$ cat config.mk
export PLATFORM = sky130hd
export DESIGN_NAME = irq_ctrl_flat
export DESIGN_NICKNAME = d
export VERILOG_FILES = /design/src/rtl/irq_pkg.sv /design/src/rtl/irq_ctrl_if.sv /design/src/rtl/irq_sync_edge.sv /design/src/rtl/irq_ctrl.sv /design/src/flat_wrapper.sv
export SDC_FILE = /design/constraint.sdc
export NUM_CORES = 1
export LEC_CHECK = 0
export ABC_CLOCK_PERIOD_IN_PS = 1220
export CORE_MARGIN = 3
export CORE_UTILIZATION = 42
export DETAILED_ROUTE_END_ITERATION = 7
export HOLD_SLACK_MARGIN = 0.1
export PLACE_DENSITY = 0.79
export REMOVE_ABC_BUFFERS = 1
export SLEW_MARGIN = 15
export SYNTH_ARGS = -nofsm -noshare
export SYNTH_HDL_FRONTEND = slang
export SYNTH_HIERARCHICAL = 1
export SYNTH_SLANG_ARGS = --single-unit
$ cat constraint.sdc
create_clock -name clk -period 1.22 [get_ports clk]
set_input_delay 0.244 -clock clk [delete_from_list [all_inputs] [get_ports clk]]
set_output_delay 0.244 -clock clk [all_outputs]
set_load 0.01 [all_outputs]
$ cat src/rtl/irq_pkg.sv
`default_nettype none
// ============================================================================
// Module   : irq_pkg
// Purpose  : Shared FSM state encodings, line indices and ack/active codes
//            for the interrupt front end.
// Revision : 1.0 - initial release
// ============================================================================
package irq_pkg;

    // Front-end state: idle, presenting a frozen vector, post-ack holdoff
    typedef enum logic [1:0] {
        S_IDLE    = 2'd0,
        S_PRESENT = 2'd1,
        S_HOLDOFF = 2'd2
    } irq_state_e;

    // Index of each line in irq_line / irq_pending / irq_mask
    localparam int IRQ0_IDX = 0;
    localparam int IRQ1_IDX = 1;

    // irq_active / irq_ack codes: bit 1 names IRQ0, bit 0 names IRQ1
    localparam logic [1:0] ACK_IRQ1 = 2'b01;
    localparam logic [1:0] ACK_IRQ0 = 2'b10;
    localparam logic [1:0] ACK_BOTH = 2'b11;

endpackage
`default_nettype wire

$ cat src/rtl/irq_ctrl_if.sv
`default_nettype none
// ============================================================================
// Module   : irq_ctrl_if
// Purpose  : Bundle of interrupt lines, CSR qualifiers and the ack/active
//            handshake between the interrupt front end and the control FSM.
//            master = CSR / control-FSM side, slave = irq_ctrl.
// Revision : 1.0 - initial release
// ============================================================================
interface irq_ctrl_if;

    logic [1:0] irq_line;
    logic [1:0] irq_mask;
    logic       irq_global_en;
    logic [1:0] irq_ack;
    logic [1:0] irq_active;
    logic [1:0] irq_pending;

    modport master (
        output irq_line,
        output irq_mask,
        output irq_global_en,
        output irq_ack,
        input  irq_active,
        input  irq_pending
    );

    modport slave (
        input  irq_line,
        input  irq_mask,
        input  irq_global_en,
        input  irq_ack,
        output irq_active,
        output irq_pending
    );

endinterface
`default_nettype wire

$ cat src/rtl/irq_sync_edge.sv
`default_nettype none
// ============================================================================
// Module   : irq_sync_edge
// Purpose  : One interrupt line: optional synchroniser chain followed by
//            rising-edge or level detection, producing a set strobe for the
//            pending bit.
// Config   : IRQ_SYNC_EN defined   -> SYNC_STAGES-deep flop chain in front
//            IRQ_SYNC_EN undefined -> line used directly (clk-synchronous
//                                     on-chip sources only)
// Revision : 1.0 - initial release
// ============================================================================
module irq_sync_edge #(
    parameter int SYNC_STAGES = 2,
    parameter bit EDGE_TRIG   = 1'b1
) (
    input  wire clk,
    input  wire rst,
    input  wire line,
    output wire set_pulse
);

    if ((SYNC_STAGES < 2) || (SYNC_STAGES > 3)) begin : g_bad_sync_stages
        $error("irq_sync_edge: SYNC_STAGES must be 2 or 3");
    end

    logic line_s;

`ifdef IRQ_SYNC_EN
    logic [SYNC_STAGES-1:0] sync_q;
    logic [SYNC_STAGES-1:0] sync_d;

    // Shift the raw line one stage further into the synchroniser each cycle
    always_comb begin
        sync_d = {sync_q[SYNC_STAGES-2:0], line};
    end

    // Synchroniser chain register
    always_ff @(posedge clk) begin
        if (rst) begin
            sync_q <= '0;
        end else begin
            sync_q <= sync_d;
        end
    end

    assign line_s = sync_q[SYNC_STAGES-1];
`else
    assign line_s = line;
`endif

    if (EDGE_TRIG) begin : g_edge
        logic prev_q;
        logic prev_d;

        // Remember last cycle's conditioned line for edge detection
        always_comb begin
            prev_d = line_s;
        end

        // Edge register
        always_ff @(posedge clk) begin
            if (rst) begin
                prev_q <= 1'b0;
            end else begin
                prev_q <= prev_d;
            end
        end

        assign set_pulse = line_s & ~prev_q;
    end else begin : g_level
        assign set_pulse = line_s;
    end

endmodule
`default_nettype wire

$ cat src/rtl/irq_ctrl.sv
`default_nettype none
// ============================================================================
// Module   : irq_ctrl
// Purpose  : Interrupt front end for the core control FSM. Conditions two
//            interrupt lines, holds per-line pending bits, presents a frozen
//            irq_active vector and retires pending bits on irq_ack, followed
//            by a short holdoff so an ack cannot immediately re-trigger.
// Config   : IRQ_SYNC_EN - enables the per-line synchroniser chains.
// Revision : 1.0 - initial release
// ============================================================================
module irq_ctrl
    import irq_pkg::*;
#(
    parameter int SYNC_STAGES = 2,
    parameter bit EDGE_TRIG   = 1'b1,
    parameter int HOLDOFF     = 1
) (
    input  wire        clk,
    input  wire        s_reset_h,
    irq_ctrl_if.slave  bus
);

    if ((HOLDOFF < 1) || (HOLDOFF > 15)) begin : g_bad_holdoff
        $error("irq_ctrl: HOLDOFF must be in 1..15");
    end

    localparam logic [3:0] HOLD_LOAD = 4'(HOLDOFF - 1);

    logic [1:0] set_vec;
    logic [1:0] clr_vec;
    logic [1:0] req;
    logic [1:0] pending_q;
    logic [1:0] pending_d;
    logic [1:0] snap_q;
    logic [1:0] snap_d;
    logic [3:0] hold_q;
    logic [3:0] hold_d;
    irq_state_e state_q;
    irq_state_e state_d;

    for (genvar i = 0; i < 2; i++) begin : g_line
        irq_sync_edge #(
            .SYNC_STAGES (SYNC_STAGES),
            .EDGE_TRIG   (EDGE_TRIG)
        ) u_sync_edge (
            .clk       (clk),
            .rst       (s_reset_h),
            .line      (bus.irq_line[i]),
            .set_pulse (set_vec[i])
        );
    end

    // A line may interrupt only when pending, individually and globally enabled
    assign req = pending_q & bus.irq_mask & {2{bus.irq_global_en}};

    // Next-state, snapshot and clear logic; the snapshot is the active vector
    always_comb begin
        state_d = state_q;
        snap_d  = snap_q;
        hold_d  = hold_q;
        clr_vec = 2'b00;
        case (state_q)
            S_IDLE: begin
                if (req != 2'b00) begin
                    // Active vector is bit-reversed relative to the line index
                    snap_d  = {req[IRQ0_IDX], req[IRQ1_IDX]};
                    state_d = S_PRESENT;
                end
            end
            S_PRESENT: begin
                // IRQ0 wins when both are acked; IRQ1 needs an exact 01 ack
                if (((bus.irq_ack & ACK_IRQ0) != 2'b00) && snap_q[1]) begin
                    clr_vec[IRQ0_IDX] = 1'b1;
                    snap_d[1]         = 1'b0;
                end else if ((bus.irq_ack == ACK_IRQ1) && snap_q[0]) begin
                    clr_vec[IRQ1_IDX] = 1'b1;
                    snap_d[0]         = 1'b0;
                end
                if (snap_d == 2'b00) begin
                    state_d = S_HOLDOFF;
                    hold_d  = HOLD_LOAD;
                end
            end
            S_HOLDOFF: begin
                if (hold_q == 4'd0) begin
                    state_d = S_IDLE;
                end else begin
                    hold_d = hold_q - 4'd1;
                end
            end
            default: begin
                state_d = S_IDLE;
                snap_d  = 2'b00;
            end
        endcase
    end

    // Pending bits: a new set beats a same-cycle clear so no edge is lost
    always_comb begin
        pending_d = set_vec | (pending_q & ~clr_vec);
    end

    // State, snapshot, holdoff counter and pending registers
    always_ff @(posedge clk) begin
        if (s_reset_h) begin
            state_q   <= S_IDLE;
            snap_q    <= 2'b00;
            hold_q    <= 4'd0;
            pending_q <= 2'b00;
        end else begin
            state_q   <= state_d;
            snap_q    <= snap_d;
            hold_q    <= hold_d;
            pending_q <= pending_d;
        end
    end

    assign bus.irq_active  = snap_q;
    assign bus.irq_pending = pending_q;

endmodule
`default_nettype wire

$ cat src/flat_wrapper.sv
// flat-port wrapper written by rule: the top's interface ports become plain ports
module irq_ctrl_flat import irq_pkg::*;
#(
    parameter int SYNC_STAGES = 2,
    parameter bit EDGE_TRIG   = 1'b1,
    parameter int HOLDOFF     = 1
)
  (clk, s_reset_h, bus_irq_line, bus_irq_mask, bus_irq_global_en, bus_irq_ack, bus_irq_active, bus_irq_pending);
  irq_ctrl_if bus_i ();
  input  wire clk;
  input  wire s_reset_h;
  input wire logic [$bits(bus_i.irq_line)-1:0] bus_irq_line;
  input wire logic [$bits(bus_i.irq_mask)-1:0] bus_irq_mask;
  input wire logic [$bits(bus_i.irq_global_en)-1:0] bus_irq_global_en;
  input wire logic [$bits(bus_i.irq_ack)-1:0] bus_irq_ack;
  output wire logic [$bits(bus_i.irq_active)-1:0] bus_irq_active;
  output wire logic [$bits(bus_i.irq_pending)-1:0] bus_irq_pending;
  assign bus_i.irq_line = bus_irq_line;
  assign bus_i.irq_mask = bus_irq_mask;
  assign bus_i.irq_global_en = bus_irq_global_en;
  assign bus_i.irq_ack = bus_irq_ack;
  assign bus_irq_active = bus_i.irq_active;
  assign bus_irq_pending = bus_i.irq_pending;
  irq_ctrl #(.SYNC_STAGES(SYNC_STAGES), .EDGE_TRIG(EDGE_TRIG), .HOLDOFF(HOLDOFF)) u_core (.clk(clk), .s_reset_h(s_reset_h), .bus(bus_i));
endmodule
* After elaboration in Yosys (flattened, before gate mapping)
Index checks and enable logic that the tools add are counted.
** Storage, ports and cells
- Word-level logic and storage cells :: 52
- Output and inout port bits :: 4
- Bits of input ports :: 9
- Register bits :: 12
** Operators by class
- Mux-type cells :: 18
- Add/subtract/negate cells :: 1
- Bitwise gates (word level) :: 10
- Reductions and logical operators :: 10
- Eq/ne operators :: 7
** Operator list (number)
- 2-bit one-hot mux with 3 select lines :: 2
- 2-bit 2-to-1 mux :: 5
- 1-bit 2-to-1 mux :: 8
- 4-bit 2-to-1 mux :: 2
- 4-bit one-hot mux with 2 select lines :: 1
- 2-bit bitwise AND :: 3
- 2-bit by 1-bit inequality test with 1-bit output (second input constant) :: 3
- 3-bit AND reduction :: 2
- 2-bit by 1-bit == test with 1-bit output (second input constant) :: 2
- 2-bit zero test :: 2
- 4-bit zero test :: 1
- 2-bit nonzero test :: 2
- 4-bit by 1-bit subtractor with 4-bit output (second input constant) :: 1
- 1-bit NOT :: 3
- 1-bit bitwise AND :: 2
- 2-bit == test (second input constant) :: 1
- 1-bit logical AND :: 2
- 2-bit inequality test (second input constant) :: 1
- 2-bit NOT :: 1
- 2-bit bitwise OR :: 1
- 2-bit AND reduction :: 1

* Depth between registers and ports, before layout
Gate-level depths: netlist of the first run.
- Depth in word-level cells :: 8
- Mapped depth :: 5
- Depth with buffers taken out :: 5

* Hierarchy
Netlist of the first run, hierarchy kept.
** By module, submodules not included
- irq_ctrl :: cells each 60, seq. area each 200.2 sq um, instances 1, area each 515.5 sq um
- irq_sync_edge :: cells each 3, seq. area each 20.0 sq um, instances 2, area each 47.5 sq um

* Least setup slack after synthesis of the first run
No wires, ideal clock.
- Path kind :: register -> register
- Start point :: register u_core.snap_q[1] (netlist: u_core/bus.irq_active[1])
- End point :: register u_core.hold_q[0]
- Path buffers :: 0
- Cell stages (with the launch flop) :: 5
- Slack :: -0.032 ns
- Library setup time :: 0.130 ns
- Clock period less this slack :: 1.252 ns
- Arrival time :: 1.122 ns
- Path through :: dfxtp_1 > nor2b_2 > a2111oi_4 > or3_1 > a21oi_2
** Between the ends
- Cells in the longest elaborated chain, start to end :: 6
** RTL lines
- from (decl) :: RTL line irq_ctrl.sv:34 : logic [1:0] snap_q;
- from (signal assigned) :: RTL line irq_ctrl.sv:112 : snap_q <= snap_d;
- 1-bit logical AND :: RTL line irq_ctrl.sv:72 : if (((bus.irq_ack & ACK_IRQ0) != 2'b00) && snap_q[1]) begin
- 1-bit 2-to-1 mux :: RTL line irq_ctrl.sv:72
- 1-bit 2-to-1 mux :: RTL line irq_ctrl.sv:62 : case (state_q)
- 2-bit zero test (*) :: RTL line irq_ctrl.sv:79 : if (snap_d == 2'b00) begin
- 2-bit by 1-bit inequality test with 1-bit output (no line) (*)
- 3-bit AND reduction (no line) (*)
- to (signal assigned) :: RTL line irq_ctrl.sv:113 : hold_q <= hold_d;
- to (decl) :: RTL line irq_ctrl.sv:36 : logic [3:0] hold_q;
Mark *: on every way between the ends. The rest lies on a longest branch, timed or not. The select of a mux whose other input is x is not followed.
A chain may end at the register's enable or synchronous reset.

* Final worst setup path of the first run
- Start point :: register u_core.snap_q[0] (netlist: u_core/bus.irq_active[0])
- End point :: register u_core.hold_q[1]
** Between the ends
- Cells in the longest elaborated chain, start to end :: 7
** RTL lines
- 1-bit logical AND :: RTL line irq_ctrl.sv:75 : end else if ((bus.irq_ack == ACK_IRQ1) && snap_q[0]) begin
- 1-bit 2-to-1 mux :: RTL line irq_ctrl.sv:75
- 1-bit 2-to-1 mux (*) :: RTL line irq_ctrl.sv:72
- 1-bit 2-to-1 mux (*) :: RTL line irq_ctrl.sv:62
- 2-bit zero test (*) :: RTL line irq_ctrl.sv:79
- 2-bit by 1-bit inequality test with 1-bit output (no line) (*)
- 3-bit AND reduction (no line) (*)
Marked as above.

==> key figures, run 1 <==
Critical path
  – Reg2reg start: u_core/bus.irq_active[0]
  – Critical path class: flop to flop
  – CP max FO: 4
  – Critical Path Source: u_core/bus.irq_active[0]
  – WP data arrival: 1.38 ns
  – R2R setup slack: -0.01 ns
  – Worst R2R Path Depth: 4
  – CP endpoint kind: flop
  – Req. time, crit path: approximately 1.4 ns
  – Critical Path Source Type: flop
  – Critical R2R Capture: u_core/hold_q[1]

Drt
  – Avg WL per Cell: 12.4 µm
  – Routed Antenna Nets: 0
  – Drt total wl: 1350 µm
  – Vias per inst: 5.34
  – 1st-pass router iterations: 4
  – DRT iter0 DRCs: 5
  – DRC: 0
  – Via count: a little under 600

Layout
  – Most common cell after layout, fill and taps aside: buf_4
  – Fill count: 119
  – Most frequent cells in the layout: 13 x buf_4, 10 x dfxtp_1, 7 x nor2_1
  – Layout cell share with drive strength beyond 1: 0.383
  – Area grow syn2layout: 51.0%
  – Number of nets in the layout: roughly 110
  – Final Instance Count excl. Fillers: 109
  – Number of diodes: 0

Worst hold path
  – Hold Path Stages: 1
  – HP Start: u_core/bus.irq_active[0]
  – Worst hold endpoint: u_core/bus.irq_active[0]
  – Tightest Hold Check Type: flop to flop

Floorplan
  – Initial core utilization: 0.458
  – Die width: 44.1 µm
  – IO Pins: 13
  – Die Span Y: 44.1 µm
  – Full die area: around 1900 µm²
  – Core area: 1330 µm²
  – Core Rows: 13

Run status
  – Outcome: complete, but fails checks
  – Failing checks: negative setup slack

Clock tree
  – # hold bufs at CTS: 0
  – Max Buffers Root-to-Sink: 2
  – Clk_lat worst skew: around 0.26 ns
  – Root Buffer: clkbuf_4
  – H-Tree Depth: 1
  – Clock sinks: 12
  – TritonCTS clock tree: yes
  – Clock Pin Slew Worst Setup and Hold Paths: 0.07 ns
  – TritonCTS Buffers: 3

STA
  – Min cycle time layout: 1.23 ns
  – Slew at the pin closest to its max-slew limit: 0.333 ns
  – Max Slew Vio Count: 0
  – Setup ws final: -0.0112 ns
  – Clock skew: 0.00271 ns
  – Unrepaired setup endpoints after global routing: true
  – Max Clk Rate: approximately 800 MHz
  – Final Hold Fails: 0
  – Worst slew margin: 0.778
  – Crit share post-route: 1.01
  – Final Setup Violations: 3

Logic synthesis
  – Register area share after synthesis: 0.393
  – Yosys top cell by area: dfxtp_1
  – Synth top area cells: dfxtp_1 39%, nor2b_4 9.0%, a2111oi_4 4.5%
  – Avg Cell Area, Syn: just over 9 µm²
  – Syn Inst Count: 66
  – Synth top area share: 0.393
  – FF+latch count, synth: 12
  – YS warnings: 6
  – Mapped cell area: 611 µm²
  – Post-synth cell types: 27

Place
  – Port Buffers: 12
  – HPWL after detailed placement: 1020 µm
  – DP Worst Slack: -0.484 ns
  – GPL Wtd Cong: around 0.81
  – Placed cell count: just over 100

Global routing
  – Vias in the first global route: 549
  – GR Util All Layers: 0.159
  – Largest net degree at the start of global routing: 9
  – First-pass GRT wire length: 2310 µm
  – Initial antenna violation count: 0
  – Total gr overflow: 0

Pwr
  – Power Dens Cells: roughly 900 nW/µm²
  – Clock share of power: 0.277
  – Register share of total power: 0.518
  – Worst vdd ir: 0.568 mV
  – Net Switching: ~200 µW
  – Switching Fraction: 0.241
  – Pleak: 0.000362 µW
  – Combinational power share: 0.206
  – Internal: 621 µW

Job
  – Max-cap violations: 0
==> timing repair <==
action,in CTS,in global routing
resized for setup,12,9
setup buffers,3,0
endpoints found under the setup margin,10,8
pin swaps,2,4
==> registers in the layout, summed over array words and instances, names as in the netlist <==
signal / cells
u_core/bus.irq_active: 2
u_core/g_line.u_sync_edge/g_edge.prev_q: 2
u_core/hold_q: 4
u_core/bus.irq_pending: 2
u_core/state_q: 2
==> power by group through the flow <==
| stage | logic, µW | clock network, µW | registers, µW |
|---|---|---|---|
| after detailed placement | 154 | 0 | 432 |
| after CTS | 157 | 242 | 424 |
| after global placement | 152 | 0 | 432 |
| after global routing | 184 | 249 | 427 |
| final | 168 | 227 | 424 |
| after floorplan | 58.7 | 0 | 436 |
==> synthesized netlist by cell type <==
library cell  instances
nor2b_2               1
clkbuf_1              1
dfxtp_1              12
nand4b_1              1
nor3_1                2
a21oi_2               1
a21oi_1               5
a22o_1                3
nor2_1                7
or3_1                 2
a311oi_1              1
nand3b_1              1
inv_1                 4
o21ai_0               3
nor2b_1               1
nand2b_1              1
nor4_1                1
nand3_1               3
a2111oi_0             1
a2111oi_4             1
inv_2                 1
nor2b_4               4
nand4_1               1
nand2_1               4
ha_1                  1
o41ai_1               2
nand2b_4              1
==> how the worst max path moves through the flow <==
stage,endpoint,slack (ns)
6_report,u_core/hold_q[1],-0.01
5_1_grt,u_core/state_q[1],-0.11
4_1_cts,u_core/hold_q[3],-0.004
3_5_place_dp,u_core/hold_q[2],-0.48
3_3_place_gp,u_core/hold_q[2],-0.46
2_1_floorplan,u_core/hold_q[0],-0.02
==> through the flow <==
stage           util   TNS, ns  area, µm²  hold WS (ns)  power, µW
3_3_place_gp   0.621     -3.17        828         0.475        583
5_1_grt        0.691    -0.397        922         0.520        860
3_5_place_dp   0.621     -3.30        828         0.487        586
4_1_cts        0.662  -0.00502        883         0.497        823
2_1_floorplan      -   -0.0346        607         0.306        494
6_report       0.691   -0.0289        922         0.505        819
==> area by class of cell <==
cell class	count	area [µm²]	share of cell area
sequential	12	243	0.263
tap	15	18.8	0.0204
timing repair buffer	26	221	0.240
multi-input combinational	48	398	0.431
clock buffer	3	22.5	0.0244
inverter	5	18.8	0.0204
==> cell families after synthesis <==
group	share of synthesized area
DFF	0.393
adders and majority gates	0.0205
buffers and inverters	0.0369
and+or+nand+nor	0.324
AOI/OAI and AO/OA	0.225
==> layer usage <==
layer,global-route usage,vias to the layer above,wire length [µm]
li1,-,296,-
met5,0,-,0
met4,0.0301,0,17
met3,0.0610,4,96
met1,0.197,261,594
met2,0.262,21,641
==> worst max-delay path, stage by stage, from the launching register on <==
cell,delay (ns)
dfxtp_2,0.34
buf_6,0.12
a2111oi_4,0.40
buf_4,0.20
o41ai_1,0.07
Note: power is estimated with default switching activity, not from simulation.
==> run 2: changes to the inputs <==
--- a/config.mk
+++ b/config.mk
@@ -5,14 +5,15 @@
 export SDC_FILE = /design/constraint.sdc
 export NUM_CORES = 1
 export LEC_CHECK = 0
-export ABC_CLOCK_PERIOD_IN_PS = 1220
-export CORE_MARGIN = 3
-export CORE_UTILIZATION = 42
+export ABC_AREA = 1
+export ABC_CLOCK_PERIOD_IN_PS = 1490
+export CORE_AREA = 3 3 40 42
 export DETAILED_ROUTE_END_ITERATION = 7
+export DIE_AREA = 0 0 43 45
 export HOLD_SLACK_MARGIN = 0.1
-export PLACE_DENSITY = 0.79
+export PLACE_DENSITY = 0.8
 export REMOVE_ABC_BUFFERS = 1
-export SLEW_MARGIN = 15
+export SLEW_MARGIN = 40
 export SYNTH_ARGS = -nofsm -noshare
 export SYNTH_HDL_FRONTEND = slang
 export SYNTH_HIERARCHICAL = 1
==> constraint.sdc (replaced) <==
create_clock -name clk -period 1.49 [get_ports clk]
set_input_delay 0.298 -clock clk [delete_from_list [all_inputs] [get_ports clk]]
set_output_delay 0.298 -clock clk [all_outputs]
set_load 0.01 [all_outputs]
==> key figures, run 2 <==
Global routing
  – M2 GR Usage: 0.257 (-0.00414)
  – Met3 GRT Util: 0.0120 (-0.0490)
  – Largest net degree at the start of global routing: 8 (-1)
  – GR Util All Layers: 0.148 (-0.0106)
  – Total gr overflow: 0 (unchanged)
  – Initial antenna violation count: 0 (unchanged)
  – Vias in the first global route: 527 (-4.0%)
  – Gr busiest metal: met2
  – Global Route met1 Usage: 0.178 (-0.0190)
  – First-pass GRT wire length: 2130 µm (-7.7%)

Logic synthesis
  – EDFF count, synth: 0 (unchanged)
  – Largest family of logic cells by synthesized area: simple AND/OR/NAND/NOR gates
  – Synth top area share: 0.398 (+0.00490)
  – FF+latch count, synth: 12 (unchanged)
  – Synth cell count leaders: 14 x nand2_1, 14 x nor2_1, 12 x dfxtp_1
  – Post-Synth XOR/XNOR Area: 0 (unchanged)
  – Post-Synth Adder-Cell Area: 0.0207 (+0.000255)
  – Compound-Gate Fraction of Synth Area: 0.131 (-0.0947)
  – YS warnings: 6 (unchanged)
  – Syn Inst Count: 85 (+29%)
  – Post-synth cell types: 16 (-41%)
  – Post-synthesis mux area share: 0 (unchanged)
  – Simple-gate share of the synthesized area: 0.363 (+0.0393)
  – Synth top area cells: dfxtp_1 40%, nand2_1 8.7%, nor2_1 8.7%
  – Synth async-reset ratio: 0 (unchanged)
  – Register area share after synthesis: 0.398 (+0.00490)
  – Avg Cell Area, Syn: 7.10 µm² (-23%)
  – Yosys top cell by area: dfxtp_1
  – Mapped cell area: 603 µm² (-1.2%)
  – Top FF cell, synth: dfxtp_1

Critical path
  – R2R setup slack: 0.24 ns (+0.25 ns)
  – Critical Path Source Type: flop
  – Slowest library cell on the worst path: dfxtp_1
  – Crit path buf inv count: 1 (-1)
  – Reg2reg start: u_core/hold_q[0]
  – Critical path class: flop to output port
  – Crit path cell chain: dlygate4sd2_1
  – CP endpoint kind: output port
  – Critical R2R Capture: u_core/hold_q[1]
  – WP data arrival: 0.97 ns (-0.41 ns)
  – CP max FO: 5 (+1)
  – CP max stage delay: 0.41 ns (about the same)
  – Req. time, crit path: 1.19 ns (-0.18 ns)
  – Critical Path Source: u_core/bus.irq_active[0]
  – Worst R2R Path Depth: 8 (+4)
  – Cell family with most CP delay: flip-flops

Floorplan
  – Die width: 43 µm (-2.6%)
  – Core area: 1280 µm² (-3.7%)
  – Die Span Y: 45 µm (+2.0%)
  – Core Rows: 13 (unchanged)
  – Initial core utilization: 0.469 (+0.0115)
  – Full die area: 1940 µm² (-0.64%)
  – IO Pins: 13 (unchanged)

Layout
  – Top reg by flops: u_core/hold_q
  – Fill count: 122 (+2.5%)
  – Most frequent cells in the layout: 14 x nor2_1, 14 x nand2_1, 11 x dfxtp_1
  – Number of nets in the layout: 112 (+5.7%)
  – Layout cell share with drive strength beyond 1: 0.168 (-0.215)
  – Number of flip-flops in the largest register: 4 (unchanged)
  – Area grow syn2layout: 30.3%
  – Number of diodes: 0 (unchanged)

Clock tree
  – Setup bufs post-CTS: 0 (-3)
  – Clock Pin Slew Worst Setup and Hold Paths: 0.08 ns (about the same)
  – Max Buffers Root-to-Sink: 2 (unchanged)
  – TritonCTS clock tree: yes
  – TritonCTS Buffers: 3 (unchanged)
  – Root Buffer: clkbuf_4
  – Clk_lat worst skew: 0.27 ns (about the same)
  – # hold bufs at CTS: 0 (unchanged)
  – H-Tree Depth: 1 (unchanged)
  – Clock sinks: 12 (unchanged)

STA
  – Final Setup Violations: 0 (-3)
  – Setup ws final: 0.220 ns (+0.231 ns)
  – Crit share post-route: 0.853
  – Min cycle time layout: 1.27 ns
  – Max Slew Vio Count: 0 (unchanged)
  – Clock skew: 0.00272 ns (+0.00000766 ns)
  – Worst slew margin: 0.837 (+0.0593)
  – Setup TNS: 0 ns (+0.0289 ns)
  – Final Hold Fails: 0 (unchanged)
  – Unrepaired setup endpoints after global routing: false
  – Slew at the pin closest to its max-slew limit: 0.243 ns (-0.0897 ns)
  – Max Clk Rate: 787 MHz

Drt
  – Avg WL per Cell: 11.4 µm (-8.2%)
  – Drt total wl: 1320 µm (-2.3%)
  – Routed Antenna Nets: 0 (unchanged)
  – Via count: 597 (+2.6%)
  – Vias per inst: 5.15 (-3.6%)
  – 1st-pass router iterations: 5 (+1)
  – DRC: 0 (unchanged)
  – DRT iter0 DRCs: 16 (+11)

Pwr
  – Worst vdd ir: 0.649 mV (+14%)
  – Pleak: 0.000393 µW (+8.7%)
  – Power Dens Cells: 1160 nW/µm² (+30%)

Job
  – Max-cap violations: 0 (unchanged)

Place
  – Port Buffers: 12 (unchanged)
  – HPWL after detailed placement: 1050 µm (+3.3%)
  – GPL Wtd Cong: 0.784 (-3.2%)
  – DP Worst Slack: 0.0327 ns (+0.517 ns)

Worst hold path
  – Worst hold endpoint: u_core/bus.irq_pending[1]
  – HP Start: u_core/g_line[1].u_sync_edge/g_edge.prev_q
  – Hold Path Stages: 3 (+2)
  – Tightest Hold Check Type: flop to flop

Run status
  – Outcome: completed
-- run 2: cell count changes after synthesis, sizes merged, moves of 2 or more --
cell,before,now
nand3,3,11
a2111oi,2,0
a21oi,6,8
or3,2,0
o21ai,3,5
nand2,4,18
a22o,3,0
inv,5,13
nor2,7,15
nand2b,2,0
o41ai,2,0
nor3,2,0
nor2b,6,0
-- run 2: power breakdown --
| part | total (µW) | leakage [µW] | switching, µW | internal [µW] |
|---|---|---|---|---|
| logic | 267 | 0.000273 | 159 | 109 |
| clock network | 260 | 0.0000210 | 112 | 148 |
| registers | 382 | 0.0000989 | 26.0 | 356 |
| total | 909 | 0.000393 | 297 | 613 |
-- run 2: cell families (layout without fill, tap and decap cells) --
kind of cell               after synthesis  count (layout)
AOI/OAI and AO/OA                       14              14
DFF                                     12              12
buffers and inverters                   14              30
adders and majority gates                1               1
and+or+nand+nor                         44              44
-- run 2: routing by layer --
layer	wire, µm	share of wire
met1	566	0.43
met2	684	0.52
met3	51	0.039
met4	16	0.012
met5	0	0
-- run 2: worst max-delay path by stage --
stage                         end  slack [ns]  cells after the start
2_1_floorplan    u_core/hold_q[1]        0.36                      8
3_3_place_gp     u_core/hold_q[1]        0.06                      9
3_5_place_dp     u_core/hold_q[1]        0.03                      9
4_1_cts        bus_irq_pending[0]       0.006                      1
5_1_grt          u_core/hold_q[2]        0.14                      7
6_report        bus_irq_active[0]        0.22                      1
-- run 2: final cells by class --
type,instances,area (µm²),area share
Inverter,13,48.8,0.0621
Clock buffer,4,36.3,0.0462
Timing Repair Buffer,13,130,0.166
Tap cell,15,18.8,0.0239
Sequential cell,12,241,0.307
Multi-Input combinational cell,59,310,0.395
-- run 2: repair_timing --
item	in CTS	in global routing
setup endpoints to repair	2	2
pin swaps	0	0
resized for setup	3	2
-- run 2: stage by stage --
step / hold slack, ns / utilization / power (µW) / instances / area, µm²
after global routing: 0.491 / 0.611 / 973 / 116 / 786
after floorplan: 0.360 / - / 576 / 84 / 599
after CTS: 0.483 / 0.608 / 920 / 116 / 781
final: 0.480 / 0.611 / 909 / 116 / 786
after global placement: 0.463 / 0.580 / 644 / 112 / 746
after detailed placement: 0.470 / 0.580 / 657 / 112 / 746
-- run 2: worst reg2reg max path: cells and delay by family (launching register included) --
kind	cells	cell delay [ns]
buffers and inverters	1	0.08
AOI/OAI and AO/OA	1	0.08
and+or+nand+nor	5	0.42
adders and majority gates	1	0.24
DFF	1	0.34
==> run 3: changes to the inputs <==
--- a/config.mk
+++ b/config.mk
@@ -7,12 +7,13 @@
 export LEC_CHECK = 0
 export ABC_AREA = 1
 export ABC_CLOCK_PERIOD_IN_PS = 1490
-export CORE_AREA = 3 3 40 42
+export CORE_AREA = 4 4 41 43
 export DETAILED_ROUTE_END_ITERATION = 7
-export DIE_AREA = 0 0 43 45
+export DIE_AREA = 0 0 45 47
 export HOLD_SLACK_MARGIN = 0.1
 export PLACE_DENSITY = 0.8
 export REMOVE_ABC_BUFFERS = 1
+export SKIP_LAST_GASP = 1
 export SLEW_MARGIN = 40
 export SYNTH_ARGS = -nofsm -noshare
 export SYNTH_HDL_FRONTEND = slang
==> key figures, run 3 (synthesis gave the netlist of run 2 again) <==
Clock tree
  – TritonCTS Buffers: 3 (unchanged)
  – Max Buffers Root-to-Sink: 2 (unchanged)
  – TritonCTS clock tree: yes
  – Clock sinks: 12 (unchanged)
  – Setup bufs post-CTS: 0 (unchanged)
  – Clk_lat worst skew: 0.28 ns (about the same)
  – Root Buffer: clkbuf_4
  – Clock Pin Slew Worst Setup and Hold Paths: 0.07 ns (about the same)
  – # hold bufs at CTS: 0 (unchanged)
  – H-Tree Depth: 1 (unchanged)

STA
  – Final Setup Violations: 0 (unchanged)
  – Max Clk Rate: 786 MHz (about the same)
  – Final Hold Fails: 0 (unchanged)
  – Unrepaired setup endpoints after global routing: false
  – Crit share post-route: 0.853 (about the same)
  – Min cycle time layout: 1.27 ns (+0.00121 ns)
  – Clock skew: 0.00605 ns (+0.00334 ns)
  – Max Slew Vio Count: 0 (unchanged)
  – Worst slew margin: 0.870 (+0.0330)
  – Setup ws final: 0.218 ns (-0.00121 ns)
  – Slew at the pin closest to its max-slew limit: 0.192 ns (-0.0507 ns)
  – Hold Slack: 0.476 ns (-0.00395 ns)
  – Setup TNS: 0 ns (unchanged)

Layout
  – Top reg by flops: u_core/hold_q
  – Number of nets in the layout: 113 (+0.89%)
  – Area grow syn2layout: 29.0%
  – Number of flip-flops in the largest register: 4 (unchanged)
  – Final Instance Count excl. Fillers: 116 (unchanged)
  – Most frequent cells in the layout: 14 x nor2_1, 14 x nand2_1, 12 x dfxtp_1
  – Fill count: 123 (+0.82%)
  – Number of diodes: 0 (unchanged)
  – Layout cell share with drive strength beyond 1: 0.158 (-0.00990)

Global routing
  – Total gr overflow: 0 (unchanged)
  – Initial antenna violation count: 0 (unchanged)
  – Vias in the first global route: 533 (+1.1%)
  – First-pass GRT wire length: 2100 µm (-1.3%)
  – M2 GR Usage: 0.229 (-0.0287)
  – Largest net degree at the start of global routing: 7 (-1)
  – Gr busiest metal: met2
  – Global Route met1 Usage: 0.159 (-0.0191)
  – Met3 GRT Util: 0.0307 (+0.0187)
  – GR Util All Layers: 0.140 (-0.00831)

Critical path
  – Crit path buf inv count: 1 (unchanged)
  – CP endpoint kind: output port
  – WP data arrival: 0.97 ns (about the same)
  – CP max stage delay: 0.40 ns (about the same)
  – Crit path cell chain: dlygate4sd2_1
  – CP max FO: 5 (unchanged)
  – Critical path class: flop to output port
  – Critical Path Source Type: flop
  – Cell family with most CP delay: flip-flops
  – Req. time, crit path: 1.19 ns (about the same)
  – Slowest library cell on the worst path: dfxtp_1

Pwr
  – Power Dens Cells: 1080 nW/µm² (-6.6%)
  – Pleak: 0.000391 µW (-0.73%)
  – Worst vdd ir: 0.521 mV (-20%)
  – PnR Total Power: 842 µW (-7.5%)

Floorplan
  – Die width: 45 µm (+4.7%)
  – Core area: 1300 µm² (+1.3%)
  – Initial core utilization: 0.463 (-0.00587)
  – Full die area: 2120 µm² (+9.3%)
  – Core Rows: 13 (unchanged)
  – Die Span Y: 47 µm (+4.4%)
  – IO Pins: 13 (unchanged)

Drt
  – DRC: 0 (unchanged)
  – Routed Antenna Nets: 0 (unchanged)
  – Avg WL per Cell: 10.3 µm (-9.3%)
  – DRT iter0 DRCs: 14 (-2)
  – Drt total wl: 1200 µm (-9.3%)
  – 1st-pass router iterations: 4 (-1)
  – Vias per inst: 4.95 (-3.9%)
  – Via count: 574 (-3.9%)

Worst hold path
  – Tightest Hold Check Type: flop to flop

Place
  – Port Buffers: 12 (unchanged)
  – HPWL after detailed placement: 971 µm (-7.4%)
  – GPL Wtd Cong: 0.879 (+12%)
  – Placed cell count: 113 (+0.89%)
  – DP Worst Slack: 0.00332 ns (-0.0293 ns)

Job
  – Max-cap violations: 0 (unchanged)

Run status
  – Outcome: completed
[run 3: changes by cell type in the layout (fill, tap and decap cells not counted)]
cell / previous run / this run
buf_4: 1 / 2
clkbuf_8: 1 / 0
dfxtp_1: 11 / 12
dfxtp_2: 1 / 0
[run 3: layout make-up]
cell class              instances  area [µm²]  share of cell area
clock buffers                   3        22.5              0.0289
flip-flops and latches         12         240               0.309
repair buffers                 14         138               0.177
multi-input cells              59         310               0.399
inverters                      13        48.8              0.0627
well taps                      15        18.8              0.0241
[run 3: routing by layer]
layer	vias up	share of wire
li1	306	-
met1	244	0.44
met2	19	0.46
met3	5	0.076
met4	0	0.028
met5	-	0
[run 3: per-stage QoR]
step / area [µm²] / utilization
after floorplan: 599 / -
after global placement: 753 / 0.579
after detailed placement: 753 / 0.579
after CTS: 773 / 0.594
after global routing: 778 / 0.598
final: 778 / 0.598
[run 3: path summary, 6_finish.rpt]
| check | slack [ns] | start | cells past startpoint | endpoint |
|---|---|---|---|---|
| hold reg to reg | 0.48 | u_core/g_line[1].u_sync_edge/g_edge.prev_q | 3 | u_core/bus.irq_pending[1] |
| hold / removal | 0.48 | u_core/g_line[1].u_sync_edge/g_edge.prev_q | 3 | u_core/bus.irq_pending[1] |
| setup reg to reg | 0.23 | u_core/hold_q[0] | 8 | u_core/hold_q[1] |
| setup / recovery | 0.22 | u_core/bus.irq_active[1] | 1 | bus_irq_active[1] |
[run 3: where the power goes]
group | internal, µW | switching (µW) | leakage [µW]
combinational | 110 | 152 | 0.000278
sequential | 356 | 25.5 | 0.0000985
clock | 93.7 | 105 | 0.0000138
[run 3: timing repair]
item	in CTS	in global routing
pin swaps	0	0
setup endpoints to repair	2	2
gates resized for setup	2	2
endpoints found under the hold margin	0	0
[run 3: worst min-delay path: stages (launching register included)]
cell	delay, ns
dfxtp_1	0.31
nor2_1	0.04
inv_1	0.04
a21oi_1	0.05
